## config.mk

```make
export PLATFORM = sky130hd
export DESIGN_NAME = run_length_recorder
export DESIGN_NICKNAME = d
export VERILOG_FILES = /design/src/rtl/run_length_recorder.sv
export SDC_FILE = /design/constraint.sdc
export NUM_CORES = 1
export LEC_CHECK = 0
export ABC_AREA = 1
export CORE_UTILIZATION = 45
export DETAILED_ROUTE_END_ITERATION = 10
export PLACE_DENSITY_LB_ADDON = 0.12
export SYNTH_ARGS = -nofsm -noshare
export SYNTH_HDL_FRONTEND = slang
export SYNTH_SLANG_ARGS = --single-unit
```

## constraint.sdc

```tcl
create_clock -name clk -period 2.03 [get_ports clk]
set_input_delay 0.406 -clock clk [delete_from_list [all_inputs] [get_ports clk]]
set_output_delay 0.406 -clock clk [all_outputs]
set_load 0.1 [all_outputs]
```

## src/rtl/run_length_recorder.sv

```systemverilog
`default_nettype none
// ============================================================================
// Module      : run_length_recorder
// Description : Rebuilds exact run-of-ones lengths from the saturating 2-bit
//               code of an upstream consecutive-ones counter. Run lengths of
//               at least MIN_LEN go into a small valid/ready FIFO. The module
//               also keeps a saturating run counter and sticky overflow and
//               sequence-error flags.
// Revision    : 1.0 - initial release
// ============================================================================
module run_length_recorder #(
    parameter int LEN_W   = 8,
    parameter int DEPTH   = 4,
    parameter int MIN_LEN = 3
) (
    input  logic             clk,
    input  logic             rst_n,
    input  logic [1:0]       result_in,
    input  logic             clr,
    input  logic             out_ready,
    output logic             out_valid,
    output logic [LEN_W-1:0] out_len,
    output logic [15:0]      run_cnt,
    output logic             overflow,
    output logic             seq_err
);

    localparam int               c_AW       = $clog2(DEPTH);
    localparam logic [LEN_W-1:0] c_LEN_MAX  = '1;
    localparam logic [LEN_W-1:0] c_LEN_ONE  = LEN_W'(1);
    localparam logic [LEN_W-1:0] c_LEN_TWO  = LEN_W'(2);
    localparam logic [LEN_W-1:0] c_LEN_TRI  = LEN_W'(3);
    localparam logic [LEN_W-1:0] c_MIN_LEN  = LEN_W'(MIN_LEN);
    localparam logic [c_AW:0]    c_PTR_ONE  = (c_AW+1)'(1);
    localparam logic [15:0]      c_CNT_MAX  = 16'hFFFF;

    localparam logic [0:0] c_ST_IDLE = 1'b0;
    localparam logic [0:0] c_ST_RUN  = 1'b1;

    logic [0:0]       r_state;
    logic [LEN_W-1:0] r_len;
    logic [LEN_W-1:0] r_mem [0:DEPTH-1];
    // Pointers carry one extra wrap bit so full and empty can be told apart.
    logic [c_AW:0]    r_wptr;
    logic [c_AW:0]    r_rptr;
    logic [15:0]      r_run_cnt;
    logic             r_overflow;
    logic             r_seq_err;

    logic [0:0]       w_state_nxt;
    logic [LEN_W-1:0] w_len_nxt;
    logic [LEN_W-1:0] w_len_inc;
    logic             w_qualify;
    logic             w_push;
    logic             w_seq_set;
    logic             w_empty;
    logic             w_full;
    logic             w_pop;
    logic             w_wr;
    logic             w_drop;

    assign w_len_inc = (r_len == c_LEN_MAX) ? r_len : r_len + c_LEN_ONE;
    assign w_qualify = (r_len >= c_MIN_LEN);

    // Run tracking: decode the upstream code into the next state and length,
    // and decide whether a finished run must be pushed.
    always_comb begin
        w_state_nxt = r_state;
        w_len_nxt   = r_len;
        w_push      = 1'b0;
        w_seq_set   = 1'b0;
        case (r_state)
            c_ST_IDLE: begin
                case (result_in)
                    2'b01: begin
                        w_state_nxt = c_ST_RUN;
                        w_len_nxt   = c_LEN_ONE;
                    end
                    2'b10: begin
                        // Missed the start of the run: resync to its length.
                        w_seq_set   = 1'b1;
                        w_state_nxt = c_ST_RUN;
                        w_len_nxt   = c_LEN_TWO;
                    end
                    2'b11: begin
                        w_seq_set   = 1'b1;
                        w_state_nxt = c_ST_RUN;
                        w_len_nxt   = c_LEN_TRI;
                    end
                    default: begin
                        w_state_nxt = c_ST_IDLE;
                    end
                endcase
            end
            c_ST_RUN: begin
                case (result_in)
                    2'b00: begin
                        w_push      = w_qualify;
                        w_state_nxt = c_ST_IDLE;
                        w_len_nxt   = '0;
                    end
                    2'b01: begin
                        // A new run started without a zero between: close the
                        // old run and restart counting.
                        w_seq_set = 1'b1;
                        w_push    = w_qualify;
                        w_len_nxt = c_LEN_ONE;
                    end
                    default: begin
                        w_len_nxt = w_len_inc;
                        if (r_len == c_LEN_ONE) begin
                            w_seq_set = (result_in != 2'b10);
                        end else begin
                            w_seq_set = (result_in != 2'b11);
                        end
                    end
                endcase
            end
            default: begin
                w_state_nxt = c_ST_IDLE;
                w_len_nxt   = '0;
            end
        endcase
    end

    assign w_empty = (r_wptr == r_rptr);
    assign w_full  = (r_wptr[c_AW] != r_rptr[c_AW]) &&
                     (r_wptr[c_AW-1:0] == r_rptr[c_AW-1:0]);
    assign w_pop   = ~w_empty & out_ready;
    // A simultaneous pop frees the slot, so a push into a full FIFO succeeds.
    assign w_wr    = w_push & (~w_full | w_pop);
    assign w_drop  = w_push & w_full & ~w_pop;

    // Run state and length register.
    always_ff @(posedge clk or negedge rst_n) begin
        if (!rst_n) begin
            r_state <= c_ST_IDLE;
            r_len   <= '0;
        end else begin
            r_state <= w_state_nxt;
            r_len   <= w_len_nxt;
        end
    end

    // FIFO storage. Head reads are masked while empty, so no reset is needed.
    always_ff @(posedge clk) begin
        if (w_wr) begin
            r_mem[r_wptr[c_AW-1:0]] <= r_len;
        end
    end

    // FIFO pointers wrap naturally because DEPTH is a power of two.
    always_ff @(posedge clk or negedge rst_n) begin
        if (!rst_n) begin
            r_wptr <= '0;
            r_rptr <= '0;
        end else begin
            if (w_wr) begin
                r_wptr <= r_wptr + c_PTR_ONE;
            end
            if (w_pop) begin
                r_rptr <= r_rptr + c_PTR_ONE;
            end
        end
    end

    // Status counters and sticky flags. A clear overrides any same-cycle update.
    always_ff @(posedge clk or negedge rst_n) begin
        if (!rst_n) begin
            r_run_cnt  <= '0;
            r_overflow <= 1'b0;
            r_seq_err  <= 1'b0;
        end else if (clr) begin
            r_run_cnt  <= '0;
            r_overflow <= 1'b0;
            r_seq_err  <= 1'b0;
        end else begin
            if (w_push && (r_run_cnt != c_CNT_MAX)) begin
                r_run_cnt <= r_run_cnt + 16'd1;
            end
            if (w_drop) begin
                r_overflow <= 1'b1;
            end
            if (w_seq_set) begin
                r_seq_err <= 1'b1;
            end
        end
    end

    assign out_valid = ~w_empty;
    assign out_len   = w_empty ? '0 : r_mem[r_rptr[c_AW-1:0]];
    assign run_cnt   = r_run_cnt;
    assign overflow  = r_overflow;
    assign seq_err   = r_seq_err;

endmodule
`default_nettype wire

```

## Word-level counts from Yosys, hierarchy flattened

Memory sizes are Yosys's and may differ from the RTL's.
Index checks and enable logic that the tools add are counted.
W data, S select, Z words.

| word-level totals | value |
|---|---|
| logic and storage cells | 67 |
| bits in writable memories | 32 |
| register bits after elaboration | 33 |
| memories kept | 1 |
| bits of input ports | 6 |

| operators by class | value |
|---|---|
| reductions and logical operators | 10 |
| eq/ne operators | 13 |
| multiplexer cells | 22 |
| $add $sub $neg | 4 |
| $lt $le $gt $ge | 1 |
| bitwise gates (word level) | 9 |

Memories:

| name | words | width | rd ports | clocked after Yosys merged registers in | wr ports | line | RTL |
|---|---|---|---|---|---|---|---|
| r_mem | 4 | 8 | 1 | 0 | 1 | 42 | `logic [LEN_W-1:0] r_mem [0:DEPTH-1];` |

Operators by type and width:

| cell | number |
|---|---|
| $mux W16 | 2 |
| $pmux W8 S2 | 2 |
| $pmux W8 S3 | 1 |
| $add A16 B1 Y16 const B | 1 |
| $mux W8 | 2 |
| $ne A16 B16 Y1 const B | 1 |
| $mux W1 | 12 |
| $add A8 B1 Y8 const B | 1 |
| $eq A8 B1 Y1 const B | 1 |
| $eq A8 B8 Y1 const B | 1 |
| $ge A8 B2 Y1 const B | 1 |
| $ne A4 B2 Y1 const B | 2 |
| $add A3 B1 Y3 const B | 2 |
| $pmux W1 S2 | 3 |
| $reduce_bool A2 Y1 | 3 |
| $and A1 B1 Y1 | 4 |
| $eq A2 B2 Y1 const B | 2 |
| $ne A2 B2 Y1 const B | 2 |
| $not A1 Y1 | 4 |
| $reduce_or A2 Y1 | 2 |
| $eq A3 B3 Y1 | 1 |
| $reduce_or A3 Y1 | 1 |
| $eq A2 B1 Y1 const B | 1 |
| $eq A2 B2 Y1 | 1 |
| other kinds (5) | 6 |

## Logic depth before layout (Yosys ltp)

| logic depth | value |
|---|---|
| depth in word-level cells | 8 |
| mapped depth | 10 |
| gate-level depth less buffers | 9 |

## Least setup slack after synthesis

No wires, ideal clock.

| path | value |
|---|---|
| path kind | register to output |
| start point | register r_rptr[0] |
| end point | output out_len[0] |
| cell stages (with the launch flop) | 7 |
| slack | -0.309 ns |
| arrival | 1.933 ns |
| path through | dfrtp_1 buf_2 xor2_1 a21oi_2 nand2_2 nand2_1 inv_1 |

| on the way | value |
|---|---|
| word-level cells in the longest chain between the ends | 2 |

RTL lines:

| item | line | RTL |
|---|---|---|
| start, declared | 45 | `logic [c_AW:0] r_rptr;` |
| start signal, assigned | 162 | `r_rptr <= r_rptr + c_PTR_ONE;` |
| $mem_v2 Z4 W8 or $eq A3 B3 Y1 (tied branches) | n/a |  |
| $mux W8 * | 191 | `assign out_len = w_empty ? '0 : r_mem[r_rptr[c_AW-1:0]];` |
| end, declared | 22 | `output logic [LEN_W-1:0] out_len,` |

Mark *: on every way between the ends. The rest lies on a longest branch, timed or not.

## Final worst setup path

| path | value |
|---|---|
| start point | register r_wptr[0] |
| end point | output out_len[0] |

| on the way | value |
|---|---|
| word-level cells in the longest chain between the ends | 2 |

RTL lines:

| item | line | RTL |
|---|---|---|
| start, declared | 44 | `logic [c_AW:0] r_wptr;` |
| start signal, assigned | 159 | `r_wptr <= r_wptr + c_PTR_ONE;` |
| $eq A3 B3 Y1 | 126 | `assign w_empty = (r_wptr == r_rptr);` |
| $mux W8 | 191 |  |

No other way between the ends.

==> flow_summary.yaml <==
sta:
  relSlewSlack: 0.693
  setup_viol: 8
  worst_slack_ns: -0.0929
  fin_crit_ns: 2.12
  grt_setup_unrepaired: "true"
  fmaxAchievable_mhz: 471
  drv_slew: 0
  hold_violations: 0
  fin_crit_sh: 1.05
  finClkSkew_ns: 0.0108
  worst_pin_slew_ns: 0.461
critical_path:
  r2r-end: "r_mem[1][7]"
  path_class: "register to output port"
  endpoint_kind: "output port"
  cp_data_required_time_ns: 1.62
  rrSetupSlack_ns: 0.09
  cp-start-kind: "register"
  arrival_ns: 1.72
  worstReg2RegStart: "r_wptr[0]"
  rr_worst_depth: 7
  cp_max_fo: 10
floorplanning:
  rows: 31
  die_h_um: 89.5
  start_util: 0.470
  dieArea_um2: 8010
  die_x_um: 89.5
  pin_count: 33
  core_um2: 7330
route:
  vias: 2861
  wl_per_cell_um: 14.0
  totalWireLength_mm: 7.98
  drc: 0
  drt_iter0_markers: 131
  drt_pre_antenna_iters: 4
  via_per_inst: 5.02
  final_antenna_net_count: 0
global_routing:
  track_usage: 0.223
  grt_max_degree: 34
  antenna_found_initial: 0
  grt_pass1_wl_mm: 13.1
  first_global_vias: 2691
  grt-ovfl-total: 0
yosys:
  synth_top_area_frac: 0.279
  ys_seq_area_frac: 0.519
  ys_warn_count: 0
  synth.cell_area_um2: 3440
  synth_top_area_cell: "edfxtp_1"
  synth_top_family_by_area: "simple AND/OR/NAND/NOR gates"
  synth_area_leaders: "edfxtp_1 (28%), dfrtp_1 (24%), nand2_1 (12%), nor2_1 (5.7%), inv_1 (4.8%)"
  syn_nets: 416
  ys.flop_type: "dfrtp_1"
  synth-simple-area-share: 0.287
  synth_edf_count: 32
  yosys.area_share.adder: 0.0291
  ys_ff_latch: 65
  synth.area.mux_share: 0
  synthCells: 402
  netlist-cell-type-count: 33
  async_flop_share: 0.508
  synth_compound_gate_area_share: 0.0741
  syn_area_per_cell_um2: 8.57
  synth_xor_area_frac: 0.0203
cts:
  cts_tree: "yes"
  cts_root_buffer: "clkbuf_8"
  htreeDepth: 3
  cts_buffers: 9
  clock_sinks: 65
  clock_latency_ns: 0.33
  ctsHoldBuffers: 0
  clk_pin_slew_ns: 0.08
  cts_buffer_depth: 2
finish:
  area_delta_synth_final_pct: 31.4
  final_area_um2: 4530
  fin_nets: 480
  n_antenna_cell: 0
  postLayoutCoreUtil: 0.617
  fin_cells: 570
  layout-drive-gt1-share: 0.251
place:
  postPlaceCellArea_um2: 4170
  place_congestion: 0.826
  port_buffers: 32
  placedCellCount: 546
  post-dp-hpwl_mm: 5.53
  place_ws_ns: -0.000442
min_path:
  hp-class: "primary input to asynchronous set/reset pin"
outcome:
  violations: "negative setup slack"
  status: "finished, violations left"
power_and_ir_drop:
  power_leakage_nw: 2.04
  max-vdd-ir-drop_mv: 0.793
  power_density_nw_per_um2: 1400
job:
  maxCapViolations: 0
worst max path at each step:
stage,from,end,slack (ns),cells past startpoint
after floorplan,r_rptr[1],out_len[0],-0.11,6
after global placement,result_in[1],r_mem[1][6],0.04,8
after detailed placement,result_in[1],r_mem[1][6],-0.0004,8
after CTS,r_rptr[1],out_len[0],-0.08,6
after global routing,r_wptr[0],out_len[0],-0.17,6
final,r_wptr[0],out_len[0],-0.09,6
metrics by stage:
step                hold WS (ns)  setup TNS (ns)  total power, mW
floorplan                  0.110          -0.705             3.82
global placement           0.508               0             4.89
detailed placement         0.515        -0.00232             4.94
CTS                        0.508          -0.469             6.30
global route               0.540           -1.16             6.66
finish                     0.486          -0.576             6.35
cell families after synthesis:
kind of cell               after synthesis
adders and majority gates                8
xor gates and xnor gates                 8
AOI/OAI and AO/OA                       41
and+or+nand+nor                        222
DFF                                     65
buffers and inverters                   58
Yosys cell counts, types with 2 or more instances:
master,instances
nand2_1,109
nor2_1,52
inv_1,44
dfrtp_1,33
edfxtp_1,32
nand3_1,26
o21ai_0,20
nand4_1,19
ha_1,8
o32ai_1,8
a21oi_1,6
buf_2,6
xor2_1,5
nand2_2,4
o21bai_1,4
nor2_4,3
xnor2_1,3
buf_6,2
clkbuf_1,2
nor2_2,2
or2_2,2
layout make-up:
| class | count | area (um2) |
|---|---|---|
| fill | 614 | 2810 |
| multi-input combinational | 279 | 1520 |
| clock inverter | 6 | 67.6 |
| timing repair buffer | 64 | 701 |
| inverter | 47 | 185 |
| sequential | 65 | 1800 |
| tap | 99 | 124 |
| clock buffer | 10 | 128 |
sequential cells by signal, indices dropped and copies added (netlist names):
signal	cells
seq_err	1
r_mem	32
r_len	8
overflow	1
r_wptr	3
r_state	1
run_cnt	16
r_rptr	3
layout by cell type (no fill, tap or decap), types with 2 or more instances in the layout:
master           count
nand2_1            105
nor2_1              51
buf_4               41
inv_1               40
edfxtp_1            32
nand3_1             26
dfrtp_1             25
o21ai_0             19
nand4_1             19
buf_12              16
clkbuf_8             9
o32ai_2              8
ha_1                 8
dfrtp_2              8
a21oi_1              6
nand2_2              5
xor2_1               5
clkdlybuf4s50_1      5
inv_2                4
clkinvlp_4           4
o21bai_1             4
nand2_4              3
nor2_2               3
nor2_4               3
clkinv_2             2
o21ai_1              2
xnor2_1              2
or2_2                2
buf_6                2
routing by layer:
metal  global-route usage  wire length (um)
met5                    0                 0
met4               0.0462                44
met3               0.0582               476
met2                0.345              3760
met1                0.318              3710
critical path: stages, from the launching register on:
cell and delay (ns):
dfrtp_1 0.46, xor2_1 0.23, a21oi_4 0.21, nand2_8 0.12, nand2_4 0.10, clkinvlp_4 0.09, buf_12 0.17
report_power, final:
part / internal, mW / leakage [nW] / total [mW] / switching (mW)
combinational: 1.35 / 1.21 / 3.66 / 2.30
sequential: 1.50 / 0.733 / 1.61 / 0.111
clock: 0.571 / 0.0929 / 1.09 / 0.515
timing repair:
item	4_1_cts	5_1_grt
pin swaps	1	1
buffers inserted	7	1
setup endpoints to repair	9	8
gates cloned	0	0
resized for setup	14	7
Note: power is estimated with default switching activity, not from simulation.
